**src/rtl/ttc_cmd_gen_if.sv**
```systemverilog
// Request/strobe bundle between the slow-control side and the local TTC
// command generator. The master drives the requests. The slave (the generator)
// drives the strobes, counters and status.
interface ttc_cmd_gen_if #(
    parameter int MXBXN = 12,
    parameter int MXCNT = 32
);
    logic             enable;
    logic             resync_req;
    logic             l1a_req;
    logic [15:0]      l1a_period;
    logic             ttc_bx0;
    logic             ttc_resync;
    logic             ttc_l1a;
    logic [MXBXN-1:0] bxn_counter;
    logic [MXCNT-1:0] orbit_counter;
    logic [MXCNT-1:0] l1a_counter;
    logic [15:0]      l1a_lost;
    logic             resync_pending;

    modport master (
        output enable, resync_req, l1a_req, l1a_period,
        input  ttc_bx0, ttc_resync, ttc_l1a, bxn_counter, orbit_counter,
               l1a_counter, l1a_lost, resync_pending
    );

    modport slave (
        input  enable, resync_req, l1a_req, l1a_period,
        output ttc_bx0, ttc_resync, ttc_l1a, bxn_counter, orbit_counter,
               l1a_counter, l1a_lost, resync_pending
    );
endinterface

```
**src/rtl/ttc_cmd_gen.sv**
```systemverilog
// Local TTC command generator. It produces the bx0, resync and L1A strobes for
// standalone running and self-test. The orbit phase is fixed: a resync is
// always placed on the last BXN of an orbit, so it never lands on a bx0. After
// a resync, L1As are inhibited for RESYNC_QUIET clocks. L1As also keep a
// minimum spacing of L1A_MIN_GAP clocks.
// Optional feature macro: TTC_CMD_GEN_PERIODIC_L1A_EN builds the periodic L1A
// tick generator. When the macro is not defined, l1a_period is ignored.
module ttc_cmd_gen #(
    parameter int MXBXN        = 12,
    parameter int LHC_CYCLE    = 3564,
    parameter int MXCNT        = 32,
    parameter int RESYNC_QUIET = 400,
    parameter int L1A_MIN_GAP  = 3
) (
    input  logic         clock,
    input  logic         reset,
    ttc_cmd_gen_if.slave ttc
);
    localparam int QW = $clog2(RESYNC_QUIET + 1);
    localparam int GW = $clog2(L1A_MIN_GAP + 1);
    localparam logic [MXBXN-1:0] BXN_LAST   = MXBXN'(LHC_CYCLE - 1);
    localparam logic [QW-1:0]    QUIET_LOAD = QW'(RESYNC_QUIET - 1);
    localparam logic [GW-1:0]    GAP_SAT    = GW'(L1A_MIN_GAP - 1);

    typedef enum logic [1:0] {
        IDLE     = 2'd0,
        RUN      = 2'd1,
        RSY_WAIT = 2'd2,
        QUIET    = 2'd3
    } state_t;

    state_t           state_r;
    state_t           nxt_state_s;
    logic [MXBXN-1:0] bxn_r;
    logic [MXBXN-1:0] nxt_bxn_s;
    logic [QW-1:0]    quiet_r;
    logic [GW-1:0]    since_r;
    logic             rsy_pend_r;
    logic             l1a_pend_r;
    logic             bx0_r;
    logic             resync_r;
    logic             l1a_r;
    logic [MXCNT-1:0] orbit_r;
    logic [MXCNT-1:0] l1a_cnt_r;
    logic [15:0]      lost_r;

    logic             issue_rsy_s;
    logic             nxt_rsy_pend_s;
    logic             nxt_bx0_s;
    logic             src_s;
    logic             want_s;
    logic             gap_ok_s;
    logic             active_s;
    logic             issue_l1a_s;
    logic             lost_s;
    logic             nxt_l1a_pend_s;
    logic             tick_s;

    function automatic logic [MXCNT-1:0] sat_inc_cnt(input logic [MXCNT-1:0] v);
        return (&v) ? v : (v + MXCNT'(1));
    endfunction

    function automatic logic [15:0] sat_inc_lost(input logic [15:0] v);
        return (&v) ? v : (v + 16'd1);
    endfunction

`ifdef TTC_CMD_GEN_PERIODIC_L1A_EN
    logic [15:0] per_cnt_r;
    logic [15:0] per_val_r;

    // The periodic tick fires in RUN when the interval counter reaches period-1.
    always_comb begin
        tick_s = 1'b0;
        if ((state_r == RUN) && (ttc.l1a_period != 16'd0) &&
            (ttc.l1a_period == per_val_r) &&
            (per_cnt_r == (ttc.l1a_period - 16'd1))) begin
            tick_s = 1'b1;
        end else begin
            tick_s = 1'b0;
        end
    end

    // The interval counter is held at 0 in IDLE, so it restarts on an enable rise.
    // It also restarts whenever the programmed period changes.
    always_ff @(posedge clock) begin
        if (reset) begin
            per_cnt_r <= 16'd0;
            per_val_r <= 16'd0;
        end else begin
            per_val_r <= ttc.l1a_period;
            if ((state_r == IDLE) || (ttc.l1a_period != per_val_r) ||
                (ttc.l1a_period == 16'd0)) begin
                per_cnt_r <= 16'd0;
            end else if (per_cnt_r == (ttc.l1a_period - 16'd1)) begin
                per_cnt_r <= 16'd0;
            end else begin
                per_cnt_r <= per_cnt_r + 16'd1;
            end
        end
    end
`else
    logic unused_period_s;
    assign tick_s          = 1'b0;
    assign unused_period_s = ^ttc.l1a_period;
`endif

    // Next-state, next-BXN and resync slot selection. A resync goes out on the
    // next cycle whose BXN is the last of the orbit.
    always_comb begin
        nxt_state_s = state_r;
        nxt_bxn_s   = {MXBXN{1'b0}};
        issue_rsy_s = 1'b0;
        if (!ttc.enable || (state_r == IDLE)) begin
            nxt_bxn_s = {MXBXN{1'b0}};
        end else if (bxn_r == BXN_LAST) begin
            nxt_bxn_s = {MXBXN{1'b0}};
        end else begin
            nxt_bxn_s = bxn_r + MXBXN'(1);
        end
        if (!ttc.enable) begin
            nxt_state_s = IDLE;
        end else begin
            case (state_r)
                IDLE: nxt_state_s = RUN;
                RUN: begin
                    if (ttc.resync_req && (nxt_bxn_s == BXN_LAST)) begin
                        issue_rsy_s = 1'b1;
                        nxt_state_s = QUIET;
                    end else if (ttc.resync_req) begin
                        nxt_state_s = RSY_WAIT;
                    end else begin
                        nxt_state_s = RUN;
                    end
                end
                RSY_WAIT: begin
                    if (nxt_bxn_s == BXN_LAST) begin
                        issue_rsy_s = 1'b1;
                        nxt_state_s = QUIET;
                    end else begin
                        nxt_state_s = RSY_WAIT;
                    end
                end
                QUIET: begin
                    if ((quiet_r == {QW{1'b0}}) && (rsy_pend_r || ttc.resync_req)) begin
                        nxt_state_s = RSY_WAIT;
                    end else if (quiet_r == {QW{1'b0}}) begin
                        nxt_state_s = RUN;
                    end else begin
                        nxt_state_s = QUIET;
                    end
                end
                default: nxt_state_s = IDLE;
            endcase
        end
        nxt_bx0_s = (nxt_state_s != IDLE) && (nxt_bxn_s == {MXBXN{1'b0}});
        if ((nxt_state_s == IDLE) || issue_rsy_s) begin
            nxt_rsy_pend_s = 1'b0;
        end else if ((state_r != IDLE) && ttc.resync_req) begin
            nxt_rsy_pend_s = 1'b1;
        end else begin
            nxt_rsy_pend_s = rsy_pend_r;
        end
    end

    // L1A arbitration. A one-deep pending flag holds a request. A request that
    // arrives while the flag is already set is counted as lost. An L1A goes out
    // only in an active cycle (RUN or RSY_WAIT) and only once the gap has elapsed.
    always_comb begin
        src_s       = ttc.l1a_req | tick_s;
        want_s      = l1a_pend_r | src_s;
        gap_ok_s    = (since_r >= GAP_SAT);
        active_s    = (nxt_state_s == RUN) || (nxt_state_s == RSY_WAIT);
        issue_l1a_s = active_s && want_s && gap_ok_s;
        lost_s      = src_s && l1a_pend_r && (nxt_state_s != IDLE);
        if ((nxt_state_s == IDLE) || issue_rsy_s || issue_l1a_s) begin
            nxt_l1a_pend_s = 1'b0;
        end else begin
            nxt_l1a_pend_s = want_s;
        end
    end

    // State, counters and registered strobes. Reset is synchronous.
    always_ff @(posedge clock) begin
        if (reset) begin
            state_r    <= IDLE;
            bxn_r      <= {MXBXN{1'b0}};
            quiet_r    <= {QW{1'b0}};
            since_r    <= GAP_SAT;
            rsy_pend_r <= 1'b0;
            l1a_pend_r <= 1'b0;
            bx0_r      <= 1'b0;
            resync_r   <= 1'b0;
            l1a_r      <= 1'b0;
            orbit_r    <= {MXCNT{1'b0}};
            l1a_cnt_r  <= {MXCNT{1'b0}};
            lost_r     <= 16'd0;
        end else begin
            state_r    <= nxt_state_s;
            bxn_r      <= nxt_bxn_s;
            rsy_pend_r <= nxt_rsy_pend_s;
            l1a_pend_r <= nxt_l1a_pend_s;
            bx0_r      <= nxt_bx0_s;
            resync_r   <= issue_rsy_s;
            l1a_r      <= issue_l1a_s;
            if (issue_rsy_s) begin
                quiet_r <= QUIET_LOAD;
            end else if ((state_r == QUIET) && (quiet_r != {QW{1'b0}})) begin
                quiet_r <= quiet_r - QW'(1);
            end else begin
                quiet_r <= quiet_r;
            end
            if (issue_l1a_s) begin
                since_r <= {GW{1'b0}};
            end else if (since_r >= GAP_SAT) begin
                since_r <= GAP_SAT;
            end else begin
                since_r <= since_r + GW'(1);
            end
            if (issue_rsy_s) begin
                orbit_r <= {MXCNT{1'b0}};
            end else if (nxt_bx0_s) begin
                orbit_r <= sat_inc_cnt(orbit_r);
            end else begin
                orbit_r <= orbit_r;
            end
            if (issue_rsy_s) begin
                l1a_cnt_r <= {MXCNT{1'b0}};
            end else if (issue_l1a_s) begin
                l1a_cnt_r <= sat_inc_cnt(l1a_cnt_r);
            end else begin
                l1a_cnt_r <= l1a_cnt_r;
            end
            if (lost_s) begin
                lost_r <= sat_inc_lost(lost_r);
            end else begin
                lost_r <= lost_r;
            end
        end
    end

    assign ttc.ttc_bx0        = bx0_r;
    assign ttc.ttc_resync     = resync_r;
    assign ttc.ttc_l1a        = l1a_r;
    assign ttc.bxn_counter    = bxn_r;
    assign ttc.orbit_counter  = orbit_r;
    assign ttc.l1a_counter    = l1a_cnt_r;
    assign ttc.l1a_lost       = lost_r;
    assign ttc.resync_pending = rsy_pend_r;
endmodule

```
**src/flat_wrapper.sv**
```systemverilog
// flat-port wrapper written by rule: the top's interface ports become plain ports
module ttc_cmd_gen_flat 
#(
    parameter int MXBXN        = 12,
    parameter int LHC_CYCLE    = 3564,
    parameter int MXCNT        = 32,
    parameter int RESYNC_QUIET = 400,
    parameter int L1A_MIN_GAP  = 3
)
  (clock, reset, ttc_enable, ttc_resync_req, ttc_l1a_req, ttc_l1a_period, ttc_ttc_bx0, ttc_ttc_resync, ttc_ttc_l1a, ttc_bxn_counter, ttc_orbit_counter, ttc_l1a_counter, ttc_l1a_lost, ttc_resync_pending);
  ttc_cmd_gen_if #(.MXBXN(MXBXN), .MXCNT(MXCNT)) ttc_i ();
  input  logic clock;
  input  logic reset;
  input wire logic [$bits(ttc_i.enable)-1:0] ttc_enable;
  input wire logic [$bits(ttc_i.resync_req)-1:0] ttc_resync_req;
  input wire logic [$bits(ttc_i.l1a_req)-1:0] ttc_l1a_req;
  input wire logic [$bits(ttc_i.l1a_period)-1:0] ttc_l1a_period;
  output wire logic [$bits(ttc_i.ttc_bx0)-1:0] ttc_ttc_bx0;
  output wire logic [$bits(ttc_i.ttc_resync)-1:0] ttc_ttc_resync;
  output wire logic [$bits(ttc_i.ttc_l1a)-1:0] ttc_ttc_l1a;
  output wire logic [$bits(ttc_i.bxn_counter)-1:0] ttc_bxn_counter;
  output wire logic [$bits(ttc_i.orbit_counter)-1:0] ttc_orbit_counter;
  output wire logic [$bits(ttc_i.l1a_counter)-1:0] ttc_l1a_counter;
  output wire logic [$bits(ttc_i.l1a_lost)-1:0] ttc_l1a_lost;
  output wire logic [$bits(ttc_i.resync_pending)-1:0] ttc_resync_pending;
  assign ttc_i.enable = ttc_enable;
  assign ttc_i.resync_req = ttc_resync_req;
  assign ttc_i.l1a_req = ttc_l1a_req;
  assign ttc_i.l1a_period = ttc_l1a_period;
  assign ttc_ttc_bx0 = ttc_i.ttc_bx0;
  assign ttc_ttc_resync = ttc_i.ttc_resync;
  assign ttc_ttc_l1a = ttc_i.ttc_l1a;
  assign ttc_bxn_counter = ttc_i.bxn_counter;
  assign ttc_orbit_counter = ttc_i.orbit_counter;
  assign ttc_l1a_counter = ttc_i.l1a_counter;
  assign ttc_l1a_lost = ttc_i.l1a_lost;
  assign ttc_resync_pending = ttc_i.resync_pending;
  ttc_cmd_gen #(.MXBXN(MXBXN), .LHC_CYCLE(LHC_CYCLE), .MXCNT(MXCNT), .RESYNC_QUIET(RESYNC_QUIET), .L1A_MIN_GAP(L1A_MIN_GAP)) u_core (.clock(clock), .reset(reset), .ttc(ttc_i));
endmodule
```
**config.mk**
```make
export PLATFORM = sky130hd
export DESIGN_NAME = ttc_cmd_gen_flat
export DESIGN_NICKNAME = d
export VERILOG_FILES = /design/src/rtl/ttc_cmd_gen_if.sv /design/src/rtl/ttc_cmd_gen.sv /design/src/flat_wrapper.sv
export SDC_FILE = /design/constraint.sdc
export NUM_CORES = 1
export LEC_CHECK = 0
export CORE_UTILIZATION = 50
export DETAILED_ROUTE_END_ITERATION = 8
export GPL_TIMING_DRIVEN = 0
export PLACE_DENSITY_LB_ADDON = 0.12
export SLEW_MARGIN = 20
export SYNTH_ARGS = -nofsm -noshare
export SYNTH_HDL_FRONTEND = slang
export SYNTH_SLANG_ARGS = --single-unit
```
**constraint.sdc**
```tcl
create_clock -name clock -period 4.62 [get_ports clock]
set_clock_uncertainty 0.1 [all_clocks]
set_input_delay 0.924 -clock clock [delete_from_list [all_inputs] [get_ports clock]]
set_output_delay 0.924 -clock clock [all_outputs]
set_load 0.03 [all_outputs]
```
==> results.toml <==
[outcome]
status = "finished, final reports clean"

[yosys]
synth_ff_type = "dfxtp_1"
synth_compound_area_frac = 0.140
muxShareOfSynthArea = 0.0139
post_synth.cell_area_avg_sq_um = 8.36
yosys.area.top_type_share = 0.383
yosys-top-cells-count = "dfxtp_1, nor2_1, a21oi_1"
yosysSeqAreaShare = 0.383
synth_xor_area_frac = 0.0793
synth_top_family_by_area = "simple AND/OR/NAND/NOR gates"
syn_inst = 687
yosysUniqueCellTypes = 61
synthArstFlopShare = 0
yosys_warnings = 0
synth_edf_count = 0
ys_ff_latch = 110
synth-adder-area-share = 0.0218
yosysTopAreaCell = "dfxtp_1"
ys_top_cells_by_area = "dfxtp_1, xnor2_1, nor2_1"
synth_area_sq_um = 5740
yosysMostFrequentCell = "dfxtp_1"
syn-num-nets = 718
synth-simple-area-share = 0.313

[worst_setup_path]
cp.required_ns = 4.81
arrival_ns = 4.35
reg2reg_depth = 14
critPathTopFamily = "simple AND/OR/NAND/NOR gates"
rrSetupSlack_ns = 0.58
r2r-end = "u_core.ttc.l1a_lost[15]"
rr_startpoint = "u_core.ttc.bxn_counter[0]"
endpoint_kind = "register"
path_max_fanout = 9
worstSetupPathType = "primary input to register"
critical_path.cell_chain = "clkdlybuf4s50_1 -> nand2b_1 -> clkbuf_1 -> nor2_1 -> o2111ai_1 -> nor2_1 -> a221o_1 -> nand2b_1 -> ha_1 -> nand3b_1 -> o21bai_2 -> or3_1 -> clkbuf_1 -> or3_1 -> a21oi_1"
cpMaxStageDelayCell = "clkdlybuf4s50_1"
max_stage_delay_ns = 0.56
cp_num_buf_inv = 3
cp-start-kind = "primary input"

[grt]
grt_pass1_wl_mm = 24.3
grt_max_degree = 19
antenna_found_initial = 0
grt_pass1_vias = 5115
overflow = 0
track_usage = 0.256

[worst_hold_path]
holdCritPathClass = "register to register"
min-delay-start = "u_core.since_r[0]"
hold-path-endpoint = "u_core.since_r[0]"
whs_path_depth = 1

[cells_and_area]
diodes = 0
post-route-cell-area_sq_um = 7230
drive_above_1_share = 0.0511
fin_cells = 943
num-nets-final = 829
syn_to_final_growth_pct = 25.9

[pwr]
max-vdd-ir-drop_uv = 204
power_density_nw_per_um2 = 260
p_leak_nw = 2.27

[placement]
hpwl_mm = 10.7
post-place-cells = 927
place_area_sq_um = 6920
gp_congestion = 0.883
portBuffers = 100
dpl_worst_slack_ns = -0.0993

[floorplan]
boundaryPins = 117
die_h_um = 109
rows = 38
die_x_um = 109
start_util = 0.521
die-area_sq_um = 11900
core-area_sq_um = 11000

[sta]
finalMaxSlewViolations = 0
worst_slack_ns = 0.458
rsz0062_at_grt = "false"
period_needed_ns = 4.16
fmax_mhz = 240
period_share = 0.901
hold_viol_final = 0
setup_violations = 0
holdWs_ns = 0.304
timing.slew.headroom = 0.390
tightest_slew_ns = 0.908

[clock_network]
cts_root_buf = "clkbuf_16"
htreeDepth = 3
postCtsHoldBufs = 0
numCtsBuffers = 9
clock_latency_ns = 0.36
cts_tree = "done"
clock-sinks = 110
clock_path_buffers = 2
cts_resized = 0
postCtsSetupRepairBufs = 0
clkSlewWorstSetupHoldPaths_ns = 0.08

[run]
cap_violations = 0

[detailed_routing]
vias_per_cell = 5.94
routed_wl_mm = 14.9
avgRoutedWirePerCell_um = 15.8
postRouteAntennaNets = 0
drtPass1Iterations = 5
drc = 0
via_count = 5602
drt_iter0_markers = 396
[worst register-to-register path: stages (launching register included)]
cell and delay [ns]:
dfxtp_1 0.49, ha_1 0.35, nand4_1 0.22, nor3_1 0.26, xnor2_1 0.18, nor3_1 0.23
a221o_1 0.18, nand2b_1 0.07, ha_1 0.27, nand3b_1 0.25, o21bai_2 0.31, or3_1 0.37
clkbuf_1 0.18, or3_1 0.37, a21oi_1 0.14
[layer usage]
| metal | wire length [um] | vias up | global-route usage |
|---|---|---|---|
| li1 | - | 2754 | - |
| met1 | 7050 | 2664 | 0.355 |
| met2 | 6930 | 169 | 0.403 |
| met3 | 747 | 15 | 0.0484 |
| met4 | 205 | 0 | 0.0724 |
| met5 | 0 | - | 0 |
[layout by cell type (no fill, tap or decap), types with 10 or more instances in the layout]
cell type        instances
nand2_1                 40
clkdlybuf4s50_1        100
dfxtp_1                110
o211ai_1                14
nor2_1                  74
ha_1                    10
buf_2                   11
and4_1                  11
nand4_1                 35
xor2_1                  16
and3_1                  15
nand3_1                 33
a21oi_1                 42
o31ai_1                 28
clkbuf_1                26
inv_1                   22
or4_1                   30
and2_1                  10
nor3_1                  30
xnor2_1                 36
nor4_1                  13
[sequential cells by signal, indices dropped and copies added (netlist names), 2 cells and up]
signal,cells
u_core.ttc.l1a_counter,32
u_core.ttc.orbit_counter,32
u_core.ttc.l1a_lost,16
u_core.ttc.bxn_counter,12
u_core.quiet_r,9
u_core.since_r,2
u_core.state_r,2
[where the power goes]
group,switching [mW],total [mW],internal (mW)
Combinational,0.0728,0.108,0.0351
Clock,0.372,0.814,0.442
Sequential,0.00773,0.963,0.955
Total,0.452,1.88,1.43
[worst max path at each step]
stage	from	to	slack, ns	cells past startpoint
final	ttc_enable	u_core.ttc.l1a_lost[15]	0.46	15
after global routing	ttc_enable	u_core.ttc.l1a_lost[11]	0.22	15
after CTS	ttc_enable	u_core.ttc.l1a_counter[29]	0.25	15
after detailed placement	ttc_enable	u_core.ttc.l1a_counter[31]	-0.1	15
after global placement	ttc_enable	u_core.ttc.l1a_counter[29]	-0.09	15
after floorplan	u_core.ttc.bxn_counter[0]	u_core.ttc.l1a_counter[29]	0.92	14
[metrics by stage]
stage / setup TNS, ns / power [mW] / util
after CTS: 0 / 1.89 / 0.655
after detailed placement: -0.331 / 1.09 / 0.627
after global routing: 0 / 1.95 / 0.656
after global placement: -0.234 / 1.09 / 0.627
after floorplan: 0 / 1.05 / -
final: 0 / 1.88 / 0.656
[final cells by class]
type / instances / area [sq um]
repair buffers: 100 / 1000
inverters: 22 / 82.6
flip-flops and latches: 110 / 2200
clock buffers: 11 / 243
well taps: 140 / 175
fillers: 962 / 3800
plain buffers: 42 / 198
multi-input cells: 513 / 3270
clock inverters: 5 / 65.1
[cells by family (layout without fill, tap and decap cells)]
family                     Yosys count  in the layout
and+or+nand+nor                    327            327
AOI/OAI and AO/OA                  116            116
DFF                                110            110
buffers and inverters               64            180
xor gates and xnor gates            52             52
adders and majority gates           10             10
muxes                                8              8
Note: power is estimated with default switching activity, not from simulation.
